### src/rtl/ctrl_time_seq.sv
// Timed step sequencer: a shadow event table is validated and latched into the
// active table on start, then a free-running step counter sweeps 0..period-1.
module ctrl_time_seq #(
  parameter int               CNT_W = 12,
  parameter int               VAL_W = 64,
  parameter logic [CNT_W-1:0] PARK  = 12'hFFF
) (
  input  logic             clk,
  input  logic             rst_n,
  input  logic             cfg_we,
  input  logic [2:0]       cfg_addr,
  input  logic [CNT_W-1:0] cfg_time,
  input  logic [VAL_W-1:0] cfg_value,
  input  logic             start,
  input  logic             stop,
  output logic             sta,
  output logic [CNT_W-1:0] counter,
  output logic [CNT_W-1:0] time_1,
  output logic [CNT_W-1:0] time_2,
  output logic [CNT_W-1:0] time_3,
  output logic [CNT_W-1:0] time_4,
  output logic [CNT_W-1:0] time_5,
  output logic [CNT_W-1:0] time_6,
  output logic [CNT_W-1:0] time_7,
  output logic [VAL_W-1:0] value_1,
  output logic [VAL_W-1:0] value_2,
  output logic [VAL_W-1:0] value_3,
  output logic [VAL_W-1:0] value_4,
  output logic [VAL_W-1:0] value_5,
  output logic [VAL_W-1:0] value_6,
  output logic [VAL_W-1:0] value_7,
  output logic             busy,
  output logic             done,
  output logic             cfg_err
);

  localparam logic [1:0]       S_IDLE     = 2'd0;
  localparam logic [1:0]       S_ARM      = 2'd1;
  localparam logic [1:0]       S_RUN      = 2'd2;
  localparam logic [1:0]       S_DONE     = 2'd3;
  localparam logic [CNT_W-1:0] T_UNUSED   = {CNT_W{1'b1}};
  localparam logic [CNT_W-1:0] MAX_PERIOD = CNT_W'(4094);
  localparam logic [CNT_W-1:0] ONE        = CNT_W'(1);
  localparam logic [CNT_W-1:0] ZERO       = {CNT_W{1'b0}};
  localparam logic [VAL_W-1:0] V_ZERO     = {VAL_W{1'b0}};

  logic [1:0]       r_state;
  logic             r_sta;
  logic [CNT_W-1:0] r_counter;
  logic             r_busy;
  logic             r_done;
  logic             r_cfg_err;
  logic [CNT_W-1:0] r_sh_period;
  logic [2:0]       r_sh_num;
  logic [CNT_W-1:0] r_sh_time  [1:7];
  logic [VAL_W-1:0] r_sh_value [1:7];
  logic [CNT_W-1:0] r_ac_period;
  logic [CNT_W-1:0] r_time     [1:7];
  logic [VAL_W-1:0] r_value    [1:7];
  logic             w_sh_valid;
  logic             w_last;
  logic [CNT_W-1:0] w_prev;

  // Shadow table validity; w_prev starting at zero also enforces time_k >= 1.
  always_comb begin
    w_prev     = ZERO;
    w_sh_valid = (r_sh_period != ZERO) && (r_sh_period <= MAX_PERIOD);
    for (int k = 1; k < 8; k++) begin
      if (3'(k) <= r_sh_num) begin
        w_sh_valid = w_sh_valid && (r_sh_time[k] > w_prev) && (r_sh_time[k] <= r_sh_period);
        w_prev     = r_sh_time[k];
      end else begin
        w_sh_valid = w_sh_valid;
      end
    end
  end

  assign w_last = (r_counter == (r_ac_period - ONE));

  // Shadow table writes; never touch the active table.
  always_ff @(posedge clk) begin
    if (!rst_n) begin
      r_sh_period <= ZERO;
      r_sh_num    <= 3'd0;
      for (int k = 1; k < 8; k++) begin
        r_sh_time[k]  <= T_UNUSED;
        r_sh_value[k] <= V_ZERO;
      end
    end else if (cfg_we) begin
      if (cfg_addr == 3'd0) begin
        r_sh_period <= cfg_time;
        r_sh_num    <= cfg_value[2:0];
      end else begin
        r_sh_time[cfg_addr]  <= cfg_time;
        r_sh_value[cfg_addr] <= cfg_value;
      end
    end else begin
      r_sh_period <= r_sh_period;
    end
  end

  // Sequencer state, control outputs and active table capture.
  always_ff @(posedge clk) begin
    if (!rst_n) begin
      r_state     <= S_IDLE;
      r_sta       <= 1'b1;
      r_counter   <= PARK;
      r_busy      <= 1'b0;
      r_done      <= 1'b0;
      r_cfg_err   <= 1'b0;
      r_ac_period <= ZERO;
      for (int k = 1; k < 8; k++) begin
        r_time[k]  <= T_UNUSED;
        r_value[k] <= V_ZERO;
      end
    end else begin
      case (r_state)
        S_IDLE: begin
          r_sta     <= 1'b0;
          r_counter <= PARK;
          if (start && !stop) begin
            if (w_sh_valid) begin
              r_state     <= S_ARM;
              r_sta       <= 1'b1;
              r_busy      <= 1'b1;
              r_cfg_err   <= 1'b0;
              r_ac_period <= r_sh_period;
              // Unused events are parked outside any reachable counter value.
              for (int k = 1; k < 8; k++) begin
                r_time[k]  <= (3'(k) <= r_sh_num) ? r_sh_time[k] : T_UNUSED;
                r_value[k] <= (3'(k) <= r_sh_num) ? r_sh_value[k] : V_ZERO;
              end
            end else begin
              r_cfg_err <= 1'b1;
            end
          end else begin
            r_state <= S_IDLE;
          end
        end
        S_ARM: begin
          if (stop) begin
            r_state   <= S_IDLE;
            r_sta     <= 1'b1;
            r_busy    <= 1'b0;
            r_counter <= PARK;
          end else begin
            r_state   <= S_RUN;
            r_sta     <= 1'b0;
            r_counter <= ZERO;
          end
        end
        S_RUN: begin
          if (stop) begin
            r_state   <= S_IDLE;
            r_sta     <= 1'b1;
            r_busy    <= 1'b0;
            r_counter <= PARK;
          end else if (w_last) begin
            r_state   <= S_DONE;
            r_busy    <= 1'b0;
            r_done    <= 1'b1;
            r_counter <= PARK;
          end else begin
            r_counter <= r_counter + ONE;
          end
        end
        S_DONE: begin
          r_state   <= S_IDLE;
          r_done    <= 1'b0;
          r_counter <= PARK;
        end
        default: begin
          r_state   <= S_IDLE;
          r_sta     <= 1'b0;
          r_busy    <= 1'b0;
          r_done    <= 1'b0;
          r_counter <= PARK;
        end
      endcase
    end
  end

  assign sta     = r_sta;
  assign counter = r_counter;
  assign busy    = r_busy;
  assign done    = r_done;
  assign cfg_err = r_cfg_err;
  assign time_1  = r_time[1];
  assign time_2  = r_time[2];
  assign time_3  = r_time[3];
  assign time_4  = r_time[4];
  assign time_5  = r_time[5];
  assign time_6  = r_time[6];
  assign time_7  = r_time[7];
  assign value_1 = r_value[1];
  assign value_2 = r_value[2];
  assign value_3 = r_value[3];
  assign value_4 = r_value[4];
  assign value_5 = r_value[5];
  assign value_6 = r_value[6];
  assign value_7 = r_value[7];

endmodule

### config.mk
export PLATFORM = sky130hd
export DESIGN_NAME = ctrl_time_seq
export DESIGN_NICKNAME = d
export VERILOG_FILES = /design/src/rtl/ctrl_time_seq.sv
export SDC_FILE = /design/constraint.sdc
export NUM_CORES = 2
export LEC_CHECK = 0
export CORE_ASPECT_RATIO = 1.4
export CORE_MARGIN = 5
export CORE_UTILIZATION = 55
export CTS_BUF_LIST = sky130_fd_sc_hd__clkbuf_8
export CTS_CLUSTER_DIAMETER = 100
export DETAILED_ROUTE_END_ITERATION = 6
export PLACE_DENSITY = 0.8
export SETUP_SLACK_MARGIN = 0.1
export SYNTH_ARGS = -nofsm -noshare
export SYNTH_HDL_FRONTEND = slang
export SYNTH_SLANG_ARGS = --single-unit
### constraint.sdc
create_clock -name clk -period 20 [get_ports clk]
set_clock_uncertainty 0.15 [all_clocks]
set_input_delay 4 -clock clk [delete_from_list [all_inputs] [get_ports clk]]
set_output_delay 4 -clock clk [all_outputs]
set_load 0.005 [all_outputs]
==> flow_summary_export.csv <==
group,metric,value,unit
worst_setup_path,cp-start-kind,"register",
synth,synth_fp_nets,3417,
synth,synth_cell_types,70,
placement,place_hpwl,93.2,mm
global_routing,grt_util_all_layers,30.5,%
sta,max_clock_freq,0.111,GHz
global_routing,grt_antenna_before_repair,14,
synth,synthFlopType,"edfxtp_1",
clock_tree,clk_pin_slew,70,ps
final_layout,final_util,67.9,%
clock_tree,cts_root_buffer,"clkbuf_8",
sta,slew_headroom,18.8,%
synth,synthArstFlopShare,0,%
sta,rsz0062_at_grt,"no",
detailed_routing,drc,0,
final_layout,fillers,5607,
worst_setup_path,crit_fanout,159,
clock_tree,numCtsBuffers,159,
worst_setup_path,crit_slowest_cell,"buf_4",
sta,min_period_over_period,45.1,%
die,start_util,55.4,%
synth,synth.most_common_cell,"edfxtp_1",
sta,setup_violations,0,
clock_tree,cts_tree,"done",
sta,worst_pin_slew,1210,ps
die,coreArea,83000,um2
synth,yosys_warnings,0,
sta,final_hold_viol_count,0,
detailed_routing,wire_per_inst,27.6,um
synth,yosys.area.top_type,"edfxtp_1",
die,rows,125,
outcome,status,"complete, no violations",
sta,setup-tns-final,0,ps
detailed_routing,wl,139,mm
final_layout,layoutNonFillerInstCount,5045,
synth,avgSynthCellArea,14.5,um2
clock_tree,cts-resized-gates,0,
worst_setup_path,slowest_delay,990,ps
detailed_routing,vias,29300,
worst_setup_path,endpoint_kind,"register",
detailed_routing,ant_nets,0,
placement,dp.cells,4752,
clock_tree,htree_levels,4,
synth,synth.top_cell.area_share,69.4,%
die,dieHeight,352,um
placement,io_buffer_count,631,
final_layout,register_area,32900,um2
synth,ys_ff_latch,1109,
worst_setup_path,cp_data_arrival_time,9270,ps
pwr,p_leak,0.0209,uW
synth,synthTopCellsByCount,"1,064 x edfxtp_1, 710 x and2_1, 199 x and3_1, 163 x ha_1, 128 x clkbuf_1",
synth,ys_seq_area_share,71.4,%
synth,netlist_area,46000,um2
placement,place_congestion,0.966,
worst_setup_path,cp_data_required_time,20250,ps
detailed_routing,drt_pass1_iterations,7,
worst_setup_path,crit_family,"buffers and inverters",
synth,postSynthCellCount,3170,
die,pin_count,632,
worst_setup_path,critPathKind,"reg -> reg",
global_routing,first_global_vias,29200,
final_layout,nNetsFinal,4082,
final_layout,drive_gt1_share,7.00,%
sta,fin_crit,9020,ps
job,cap_violations,0,
worst_setup_path,critPathBufInv,5,
die,die_w,255,um
final_layout,syn2layout_area_growth,22.6,%
pwr,vdd_drop_max,0.0705,mV
clock_tree,cts_hold_buf,0,
die,die_area,89700,um2
synth,synth_edf_count,1064,
global_routing,grt_max_degree,160,
sta,drv_slew,0,
clock_tree,cts.sinks,1109,
worst_setup_path,cp_cell_sequence,"buf_4, nand2_1, nand2_2, buf_4, a21oi_1, a21o_1, nor2_1, a21oi_1, nand2_1, o21ai_0, ha_1, nand4_1, a31oi_1, a2111o_1, a21oi_1, o41ai_1, o2111ai_2, nor2_1, a21boi_1, inv_8, buf_12, buf_4",
detailed_routing,drt_iter0_drc,2668,
pwr,powerDensity,84.9,nW/um2
hold_path,hp-class,"reg -> reg",
clock_tree,worstSkewPairLatency,810,ps
final_layout,multiInputGateArea,12500,um2
clock_tree,cts_buffer_depth,3,
global_routing,grt_first_pass_wirelength,198,mm
detailed_routing,via_per_inst,5.80,
clock_tree,cts_setup_buffers,0,
pwr,power,4790,uW
synth,synthTopCellsByArea,"edfxtp_1 69%, and2_1 9.6%, ha_1 4.4%, and3_1 2.7%, dfxtp_1 2.0%",
global_routing,gr-total-overflow,0,
flip-flops by register name (all words and copies together) (netlist names), 2 cells and up:
name         flops
r_state          2
r_sh_time       84
r_ac_period     12
r_sh_period     12
r_time          84
r_sh_num         3
counter         12
r_sh_value     448
r_value        448
metrics by stage:
step | setup slack [ps] | hold WS, ps | instance area [um2]
6_report | 10980 | 346 | 56400
5_1_grt | 10330 | 356 | 56400
4_1_cts | 10870 | 346 | 56400
3_5_place_dp | 10930 | 337 | 53500
3_3_place_gp | 11110 | 332 | 53500
2_1_floorplan | 3840 | 304 | 46000
layer usage:
layer  vias up  global-route usage (%)  wire (um)  part of all wire (%)
met2      1517                    50.0      68200                    49
met5         -                       0         43                 0.031
li1      12900                       -          -                     -
met1     14400                    35.8      48400                    35
met3       423                    9.00      13400                   9.6
met4         8                    17.3       9210                   6.6
cell families (layout without fill, tap and decap cells):
kind of cell    Yosys count  count (layout)  synth area share (%)
compound gates          277             277                  3.84
xor+xnor                 23              23                 0.438
fa+ha+maj               163             163                  4.43
buf+inv                 204             989                  1.85
flops                  1109            1109                  71.4
mux                       4               4                0.0924
other cells               0              11                     0
simple gates           1390            1390                  18.0
worst reg2reg max path, stage by stage, from the launching register on:
cell and delay (ps):
dfxtp_2 880, buf_4 510, nand2_1 360, nand2_2 140, buf_4 640, a21oi_1 250, a21o_1 250, nor2_1 90
a21oi_1 70, nand2_1 90, o21ai_0 140, ha_1 370, nand4_1 130, a31oi_1 160, a2111o_1 130, a21oi_1 50
o41ai_1 400, o2111ai_2 460, nor2_1 460, a21boi_1 240, inv_8 660, buf_12 780, buf_4 1150
placed cells by master (no fill, tap or decap), drive strengths merged, types with 3 or more instances in the layout:
cell	netlist	final
a211o	4	4
nor2b	17	17
clkdlybuf4s50	0	631
o211ai	11	11
clkinv	0	58
nand3	20	20
nand2b	99	99
o21ai	53	53
inv	33	85
a22o	12	12
nor2	74	74
buf	25	43
bufinv	0	3
xor2	11	11
a211oi	9	9
and4	3	3
or3	76	76
xnor2	12	12
nand2	110	110
nor3	14	14
a21boi	20	20
a22oi	13	13
diode	0	11
nor4	19	19
o2111ai	3	3
a21o	23	23
ha	163	163
and3	199	199
o21a	4	4
edfxtp	1064	1064
dfxtp	45	45
and2	710	710
a31oi	4	4
a21oi	102	102
clkbuf	146	166
clkinvlp	0	3
nand4	39	39
area by class of cell:
cell class | instances | share of cell area, %
Timing Repair Buffer | 675 | 11.8
Tap cell | 1079 | 2.39
Multi-Input combinational cell | 1857 | 22.1
Sequential cell | 1109 | 58.2
Inverter | 33 | 0.233
Antenna cell | 11 | 0.0488
Clock buffer | 165 | 4.02
Clock inverter | 116 | 1.13
worst paths after layout:
| check | start | to | slack [ps] | depth (start not counted) |
|---|---|---|---|---|
| setup / recovery | r_sh_num[0] | r_value[0][415] | 10980 | 22 |
| hold / removal | busy | busy | 350 | 2 |
| setup reg to reg | r_sh_num[0] | r_value[0][415] | 10980 | 22 |
| hold reg to reg | busy | busy | 350 | 2 |
where the power goes:
part | switching (uW) | leakage, uW | internal, uW | total, uW
clock network | 862 | 0.00166 | 812 | 1670
logic | 224 | 0.00848 | 157 | 381
registers | 64.7 | 0.0107 | 2670 | 2730
total | 1150 | 0.0209 | 3640 | 4790
Note: power is estimated with default switching activity, not from simulation.
